**src/rtl/uc_pkg.sv**
```systemverilog
// Shared encodings for the multicycle control unit: state codes, ALU/mux selects,
// default opcodes and the control word driven by the output decoder.
package uc_pkg;

    // Default MIPS-subset opcodes
    localparam logic [5:0] OP_RTYPE_DEF = 6'b000000;
    localparam logic [5:0] OP_LW_DEF    = 6'b100011;
    localparam logic [5:0] OP_SW_DEF    = 6'b101011;
    localparam logic [5:0] OP_BEQ_DEF   = 6'b000100;
    localparam logic [5:0] OP_J_DEF     = 6'b000010;
    localparam logic [5:0] OP_ADDI_DEF  = 6'b001000;
    localparam logic [5:0] OP_MUL_DEF   = 6'b011100;

    // FSM state codes; 14 and 15 are unreachable and fall back to IDLE
    typedef logic [3:0] estado_t;
    localparam estado_t S_IDLE     = 4'd0;
    localparam estado_t S_FETCH    = 4'd1;
    localparam estado_t S_DECODE   = 4'd2;
    localparam estado_t S_EXEC_R   = 4'd3;
    localparam estado_t S_R_WB     = 4'd4;
    localparam estado_t S_EXEC_I   = 4'd5;
    localparam estado_t S_I_WB     = 4'd6;
    localparam estado_t S_MEM_ADDR = 4'd7;
    localparam estado_t S_MEM_RD   = 4'd8;
    localparam estado_t S_MEM_WB   = 4'd9;
    localparam estado_t S_MEM_WR   = 4'd10;
    localparam estado_t S_BRANCH   = 4'd11;
    localparam estado_t S_JUMP     = 4'd12;
    localparam estado_t S_TRAP     = 4'd13;

    // ALU function codes
    localparam logic [2:0] ALU_ADD   = 3'b000;
    localparam logic [2:0] ALU_SUB   = 3'b001;
    localparam logic [2:0] ALU_FUNCT = 3'b010;
    localparam logic [2:0] ALU_MUL   = 3'b011;

    // ALU B-input mux selects
    localparam logic [1:0] SRCB_RT     = 2'b00;
    localparam logic [1:0] SRCB_CUATRO = 2'b01;
    localparam logic [1:0] SRCB_IMM    = 2'b10;
    localparam logic [1:0] SRCB_IMM_SH = 2'b11;

    // Next-PC mux selects
    localparam logic [1:0] PCSRC_ALU    = 2'b00;
    localparam logic [1:0] PCSRC_ALUOUT = 2'b01;
    localparam logic [1:0] PCSRC_JUMP   = 2'b10;

    // One cycle's worth of datapath controls
    typedef struct packed {
        logic       pc_write;
        logic       pc_write_cond;
        logic       iord;
        logic       mem_read;
        logic       mem_write;
        logic       ir_write;
        logic       mem_to_reg;
        logic       reg_dst;
        logic       reg_write;
        logic       alu_src_a;
        logic [1:0] alu_src_b;
        logic [2:0] alu_op;
        logic [1:0] pc_source;
        logic       instr_done;
    } ctrl_t;

endpackage

```
**src/rtl/uc_decodificador_salidas.sv**
```systemverilog
// Combinational output decoder: state plus mem_ready gating -> control word.
// IDLE, TRAP and any unreachable code drive an all-zero word.
module uc_decodificador_salidas
    import uc_pkg::*;
(
    input  estado_t estado,
    input  logic    mem_ready,
    input  logic    es_mul,
    output ctrl_t   ctrl
);

    // Moore decode; only the memory states look at mem_ready
    always_comb begin
        ctrl = '0;
        case (estado)
            S_FETCH: begin
                ctrl.mem_read  = 1'b1;
                ctrl.iord      = 1'b0;
                ctrl.alu_src_a = 1'b0;
                ctrl.alu_src_b = SRCB_CUATRO;
                ctrl.alu_op    = ALU_ADD;
                ctrl.pc_source = PCSRC_ALU;
                ctrl.ir_write  = mem_ready;
                ctrl.pc_write  = mem_ready;
            end
            S_DECODE: begin
                ctrl.alu_src_a = 1'b0;
                ctrl.alu_src_b = SRCB_IMM_SH;
                ctrl.alu_op    = ALU_ADD;
            end
            S_EXEC_R: begin
                ctrl.alu_src_a = 1'b1;
                ctrl.alu_src_b = SRCB_RT;
                ctrl.alu_op    = es_mul ? ALU_MUL : ALU_FUNCT;
            end
            S_R_WB: begin
                ctrl.reg_dst    = 1'b1;
                ctrl.reg_write  = 1'b1;
                ctrl.instr_done = 1'b1;
            end
            S_EXEC_I, S_MEM_ADDR: begin
                ctrl.alu_src_a = 1'b1;
                ctrl.alu_src_b = SRCB_IMM;
                ctrl.alu_op    = ALU_ADD;
            end
            S_I_WB: begin
                ctrl.reg_write  = 1'b1;
                ctrl.instr_done = 1'b1;
            end
            S_MEM_RD: begin
                ctrl.mem_read = 1'b1;
                ctrl.iord     = 1'b1;
            end
            S_MEM_WB: begin
                ctrl.mem_to_reg = 1'b1;
                ctrl.reg_write  = 1'b1;
                ctrl.instr_done = 1'b1;
            end
            S_MEM_WR: begin
                ctrl.mem_write  = 1'b1;
                ctrl.iord       = 1'b1;
                ctrl.instr_done = mem_ready;
            end
            S_BRANCH: begin
                ctrl.alu_src_a     = 1'b1;
                ctrl.alu_src_b     = SRCB_RT;
                ctrl.alu_op        = ALU_SUB;
                ctrl.pc_write_cond = 1'b1;
                ctrl.pc_source     = PCSRC_ALUOUT;
                ctrl.instr_done    = 1'b1;
            end
            S_JUMP: begin
                ctrl.pc_write   = 1'b1;
                ctrl.pc_source  = PCSRC_JUMP;
                ctrl.instr_done = 1'b1;
            end
            default: ctrl = '0;
        endcase
    end

endmodule

```
**src/rtl/unidad_control_multiciclo.sv**
```systemverilog
// Multicycle MIPS-subset control unit: state register, next-state logic,
// opcode flags captured in DECODE and the sticky illegal-opcode trap.
module unidad_control_multiciclo
    import uc_pkg::*;
#(
    parameter int                    OPCODE_W = 6,
    parameter int                    ALUOP_W  = 3,
    parameter logic [OPCODE_W-1:0]   OP_RTYPE = OP_RTYPE_DEF,
    parameter logic [OPCODE_W-1:0]   OP_LW    = OP_LW_DEF,
    parameter logic [OPCODE_W-1:0]   OP_SW    = OP_SW_DEF,
    parameter logic [OPCODE_W-1:0]   OP_BEQ   = OP_BEQ_DEF,
    parameter logic [OPCODE_W-1:0]   OP_J     = OP_J_DEF,
    parameter logic [OPCODE_W-1:0]   OP_ADDI  = OP_ADDI_DEF,
    parameter logic [OPCODE_W-1:0]   OP_MUL   = OP_MUL_DEF
) (
    input  logic                clk,
    input  logic                rst_n,
    input  logic [OPCODE_W-1:0] Opcode,
    input  logic                mem_ready,
    output logic                PCWrite,
    output logic                PCWriteCond,
    output logic                IorD,
    output logic                MemRead,
    output logic                MemToWrite,
    output logic                IRWrite,
    output logic                MemToReg,
    output logic                RegDst,
    output logic                RegisterWrite,
    output logic                ALUSrcA,
    output logic [1:0]          ALUSrcB,
    output logic [ALUOP_W-1:0]  ALUOp,
    output logic [1:0]          PCSource,
    output logic                instr_done,
    output logic                illegal_op
);

    estado_t estado, estado_sig;
    logic    es_mul;   // opcode seen in DECODE was MUL
    logic    es_lw;    // opcode seen in DECODE was LW (else SW on the memory path)
    ctrl_t   ctrl;

    // Next-state: memory states hold until mem_ready, TRAP holds until reset
    always_comb begin
        estado_sig = S_IDLE;
        case (estado)
            S_IDLE:     estado_sig = S_FETCH;
            S_FETCH:    estado_sig = mem_ready ? S_DECODE : S_FETCH;
            S_DECODE: begin
                if (Opcode == OP_RTYPE || Opcode == OP_MUL) estado_sig = S_EXEC_R;
                else if (Opcode == OP_LW || Opcode == OP_SW) estado_sig = S_MEM_ADDR;
                else if (Opcode == OP_BEQ)  estado_sig = S_BRANCH;
                else if (Opcode == OP_J)    estado_sig = S_JUMP;
                else if (Opcode == OP_ADDI) estado_sig = S_EXEC_I;
                else                        estado_sig = S_TRAP;
            end
            S_EXEC_R:   estado_sig = S_R_WB;
            S_R_WB:     estado_sig = S_FETCH;
            S_EXEC_I:   estado_sig = S_I_WB;
            S_I_WB:     estado_sig = S_FETCH;
            S_MEM_ADDR: estado_sig = es_lw ? S_MEM_RD : S_MEM_WR;
            S_MEM_RD:   estado_sig = mem_ready ? S_MEM_WB : S_MEM_RD;
            S_MEM_WB:   estado_sig = S_FETCH;
            S_MEM_WR:   estado_sig = mem_ready ? S_FETCH : S_MEM_WR;
            S_BRANCH:   estado_sig = S_FETCH;
            S_JUMP:     estado_sig = S_FETCH;
            S_TRAP:     estado_sig = S_TRAP;
            default:    estado_sig = S_IDLE;
        endcase
    end

    // State register, DECODE-time opcode flags and sticky trap flag
    always_ff @(posedge clk) begin
        if (!rst_n) begin
            estado     <= S_IDLE;
            es_mul     <= 1'b0;
            es_lw      <= 1'b0;
            illegal_op <= 1'b0;
        end else begin
            estado <= estado_sig;
            if (estado == S_DECODE) begin
                es_mul <= (Opcode == OP_MUL);
                es_lw  <= (Opcode == OP_LW);
            end
            if (estado_sig == S_TRAP)
                illegal_op <= 1'b1;
        end
    end

    uc_decodificador_salidas u_dec (
        .estado    (estado),
        .mem_ready (mem_ready),
        .es_mul    (es_mul),
        .ctrl      (ctrl)
    );

    assign PCWrite       = ctrl.pc_write;
    assign PCWriteCond   = ctrl.pc_write_cond;
    assign IorD          = ctrl.iord;
    assign MemRead       = ctrl.mem_read;
    assign MemToWrite    = ctrl.mem_write;
    assign IRWrite       = ctrl.ir_write;
    assign MemToReg      = ctrl.mem_to_reg;
    assign RegDst        = ctrl.reg_dst;
    assign RegisterWrite = ctrl.reg_write;
    assign ALUSrcA       = ctrl.alu_src_a;
    assign ALUSrcB       = ctrl.alu_src_b;
    assign ALUOp         = ALUOP_W'(ctrl.alu_op);
    assign PCSource      = ctrl.pc_source;
    assign instr_done    = ctrl.instr_done;

endmodule
```
**config.mk**
```make
export PLATFORM = sky130hd
export DESIGN_NAME = unidad_control_multiciclo
export DESIGN_NICKNAME = d
export VERILOG_FILES = /design/src/rtl/uc_pkg.sv /design/src/rtl/uc_decodificador_salidas.sv /design/src/rtl/unidad_control_multiciclo.sv
export SDC_FILE = /design/constraint.sdc
export NUM_CORES = 1
export LEC_CHECK = 0
export CAP_MARGIN = 0
export CORE_UTILIZATION = 45
export CTS_BUF_LIST = sky130_fd_sc_hd__clkbuf_8 sky130_fd_sc_hd__clkbuf_16
export DETAILED_ROUTE_END_ITERATION = 10
export PLACE_DENSITY = 0.84
export RECOVER_POWER = 100
export SLEW_MARGIN = 10
export SYNTH_ARGS = -nofsm -noshare
export SYNTH_HDL_FRONTEND = slang
export SYNTH_HIERARCHICAL = 1
export SYNTH_SLANG_ARGS = --single-unit
```
**constraint.sdc**
```tcl
create_clock -name clk -period 2.6 [get_ports clk]
set_clock_uncertainty 0.1 [all_clocks]
set_input_delay 0.26 -clock clk [delete_from_list [all_inputs] [get_ports clk]]
set_output_delay 0.26 -clock clk [all_outputs]
set_load 0.02 [all_outputs]
```
==> impl_metrics.env <==
export IMPL_vdd_drop_max_mv=0.307
export IMPL_num_vias=811
export IMPL_cts_max_level=1
export IMPL_vias_per_cell=5.75
export IMPL_power_frac_seq=0.315
export IMPL_first_iter_violations=27
export IMPL_finalHoldViolations=0
export IMPL_grt_max_degree=23
export IMPL_die_w_um=42.9
export IMPL_post_place_cells=137
export IMPL_worstSetupPathType="register to output pin"
export IMPL_ios=28
export IMPL_intPower_mw=0.278
export IMPL_die_y_um=42.9
export IMPL_rsz0062_at_grt="false"
export IMPL_end_kind="output pin"
export IMPL_diodes=0
export IMPL_cts_hold_buffers=0
export IMPL_core_um2=1540
export IMPL_syn_num_nets=107
export IMPL_insertion_delay_ns=0.22
export IMPL_tns_ns=0
export IMPL_clockPowerShare=0.362
export IMPL_nNetsFinal=135
export IMPL_holdPathEnd="es_lw"
export IMPL_postCtsSetupBuffers=0
export IMPL_setup_worst_path_start_class="register"
export IMPL_cap_viol_max_count=0
export IMPL_netlist_area_um2=754
export IMPL_synth_edf_count=0
export IMPL_synth_main_ff_cell="dfxtp_1"
export IMPL_min_delay_start="es_lw"
export IMPL_instances_no_fill=141
export IMPL_clk_path_buf_depth=2
export IMPL_fmax_ghz=0.413
export IMPL_grt_pass1_wl_um=2880
export IMPL_post_dp_hpwl_um=1250
export IMPL_power_switching_mw=0.125
export IMPL_ys_warnings_count=6
export IMPL_ant_nets=0
export IMPL_antenna_found_initial=0
export IMPL_start_util=0.489
export IMPL_p_total_mw=0.403
export IMPL_clkSlewWorstSetupHoldPaths_ns=0.04
export IMPL_final_util=0.678
export IMPL_worst_r2r_path_depth=5
export IMPL_syn_to_final_growth_pct=38.5
export IMPL_cts_sinks=7
export IMPL_gr_total_overflow=0
export IMPL_wl_per_cell_um=11.8
export IMPL_sw_frac_of_total=0.310
export IMPL_design_area_um2=1040
export IMPL_worstPathArrival_ns=2.06
export IMPL_ys_seq_area_frac=0.186
export IMPL_p_per_area_nw_per_um2=386
export IMPL_post_cts_resized=0
export IMPL_finalCritPeriodShare=0.932
export IMPL_cts_root_buf="clkbuf_8"
export IMPL_status="finished clean"
export IMPL_drc=0
export IMPL_dr_pass1_iters=4
export IMPL_holdPathStages=2
export IMPL_hold_class="register to register"
export IMPL_synth_cell_type_count=43
export IMPL_placed_cell_area_um2=1000
export IMPL_crit_path_max_fanout=22
export IMPL_r2r_slack_ns=0.29
export IMPL_finalCriticalPeriod_ns=2.42
export IMPL_combPwrFrac=0.324
export IMPL_drive_above_1_share=0.120
export IMPL_cts_buffers=3
export IMPL_drv_slew=0
export IMPL_place_congestion=0.871
export IMPL_syn_area_per_cell_um2=7.70
export IMPL_slew_headroom=0.483
export IMPL_io_buffers=26
export IMPL_async_flop_share=0
export IMPL_postSynthCellCount=98
export IMPL_num_rows=14
export IMPL_synth_seq_cells=7
export IMPL_grt_pass1_vias=626
export IMPL_cts_tree="yes"
export IMPL_r2r_end="illegal_op"
export IMPL_setup_viol=0
export IMPL_cp_required_ns=2.24
export IMPL_p_leak_nw=0.409
export IMPL_wirelength_um=1670
export IMPL_tightest_slew_ns=0.775
export IMPL_die_area_um2=1840
export IMPL_regToRegStartpoint="estado[1]"
export IMPL_groute_usage_overall=0.202
-- worst max-delay path by stage --
stage	startpoint	endpoint	slack, ns
6_report	estado[2]	MemToWrite	0.18
5_1_grt	estado[2]	MemToReg	0.07
4_1_cts	estado[2]	instr_done	0.25
3_5_place_dp	mem_ready	IRWrite	0.44
3_3_place_gp	mem_ready	IRWrite	0.47
2_1_floorplan	estado[2]	illegal_op	0.87
-- layout by cell type (no fill, tap or decap), types with 2 or more instances in the layout --
master           count
dlygate4sd3_1       15
clkdlybuf4s50_1     11
nand2_1             10
nor2_1               9
nor3_1               7
dfxtp_1              7
a21boi_0             4
a21oi_1              4
nand2b_1             4
o21ai_0              3
nor2b_1              3
clkbuf_8             3
buf_4                3
nand4_1              2
and3_1               2
nor3b_1              2
nand3_1              2
nor4b_1              2
and2_1               2
inv_1                2
nand2b_4             2
o22ai_1              2
xnor2_1              2
-- registers in the layout (all words and copies together) (netlist names) --
signal,count
es_lw,1
es_mul,1
estado,4
illegal_op,1
-- routing by layer --
metal  part of all wire  global-route usage  vias up
met1               0.48               0.282      363
met5                  0                   0        -
li1                   -                   -      411
met3              0.056              0.0298        2
met2               0.46               0.306       35
met4             0.0036              0.0909        0
-- worst max-delay path, cell delays in order, from the launching register on --
cell,delay [ns]
dfxtp_1,0.81
nand2b_4,0.31
nor3b_2,0.05
dlygate4sd3_1,0.65
-- power groups by stage --
stage	sequential [mW]	clock (mW)	combinational (mW)
after global placement	0.128	0	0.133
final	0.127	0.146	0.130
after global routing	0.128	0.157	0.142
after detailed placement	0.128	0	0.136
after CTS	0.127	0.151	0.136
after floorplan	0.122	0	0.0907
-- cells in the mapped netlist, types with 2 or more instances --
| cell type | instances | area (µm²) |
|---|---|---|
| o21ai_0 | 3 | 15.0 |
| nand4_1 | 2 | 12.5 |
| dfxtp_1 | 7 | 140 |
| xnor2_1 | 2 | 17.5 |
| nor2b_1 | 3 | 18.8 |
| buf_4 | 3 | 22.5 |
| nor3_1 | 7 | 35.0 |
| nand3_1 | 2 | 10.0 |
| nor2_1 | 9 | 33.8 |
| a21boi_0 | 4 | 30.0 |
| nand2b_1 | 4 | 25.0 |
| nand2_1 | 10 | 37.5 |
| and2_1 | 2 | 12.5 |
| a21oi_1 | 4 | 20.0 |
| o22ai_1 | 2 | 12.5 |
| nor3b_1 | 2 | 15.0 |
| nor4b_1 | 2 | 17.5 |
| and3_1 | 2 | 12.5 |
| buf_6 | 3 | 33.8 |
| nand2b_4 | 2 | 27.5 |
-- per-stage QoR --
step                hold WS (ns)  setup WS [ns]
global route               0.381         0.0743
global placement           0.352          0.470
CTS                        0.364          0.249
detailed placement         0.354          0.443
floorplan                  0.283          0.873
finish                     0.359          0.178
-- layout make-up --
class	count	area (µm²)
Multi-Input combinational cell	83	549
Fill cell	139	497
Timing Repair Buffer	30	287
Sequential cell	7	140
Clock buffer	3	41.3
Tap cell	16	20.0
Clock inverter	1	3.75
Inverter	1	3.75
-- kinds of logic after synthesis --
family	share of synthesized area
other	0.00497
XOR/XNOR	0.0348
AND/OR/NAND/NOR	0.444
flip-flops	0.186
AO/OA/AOI/OAI	0.231
buffers and inverters	0.0862
multiplexers	0.0133
Note: power is estimated with default switching activity, not from simulation.
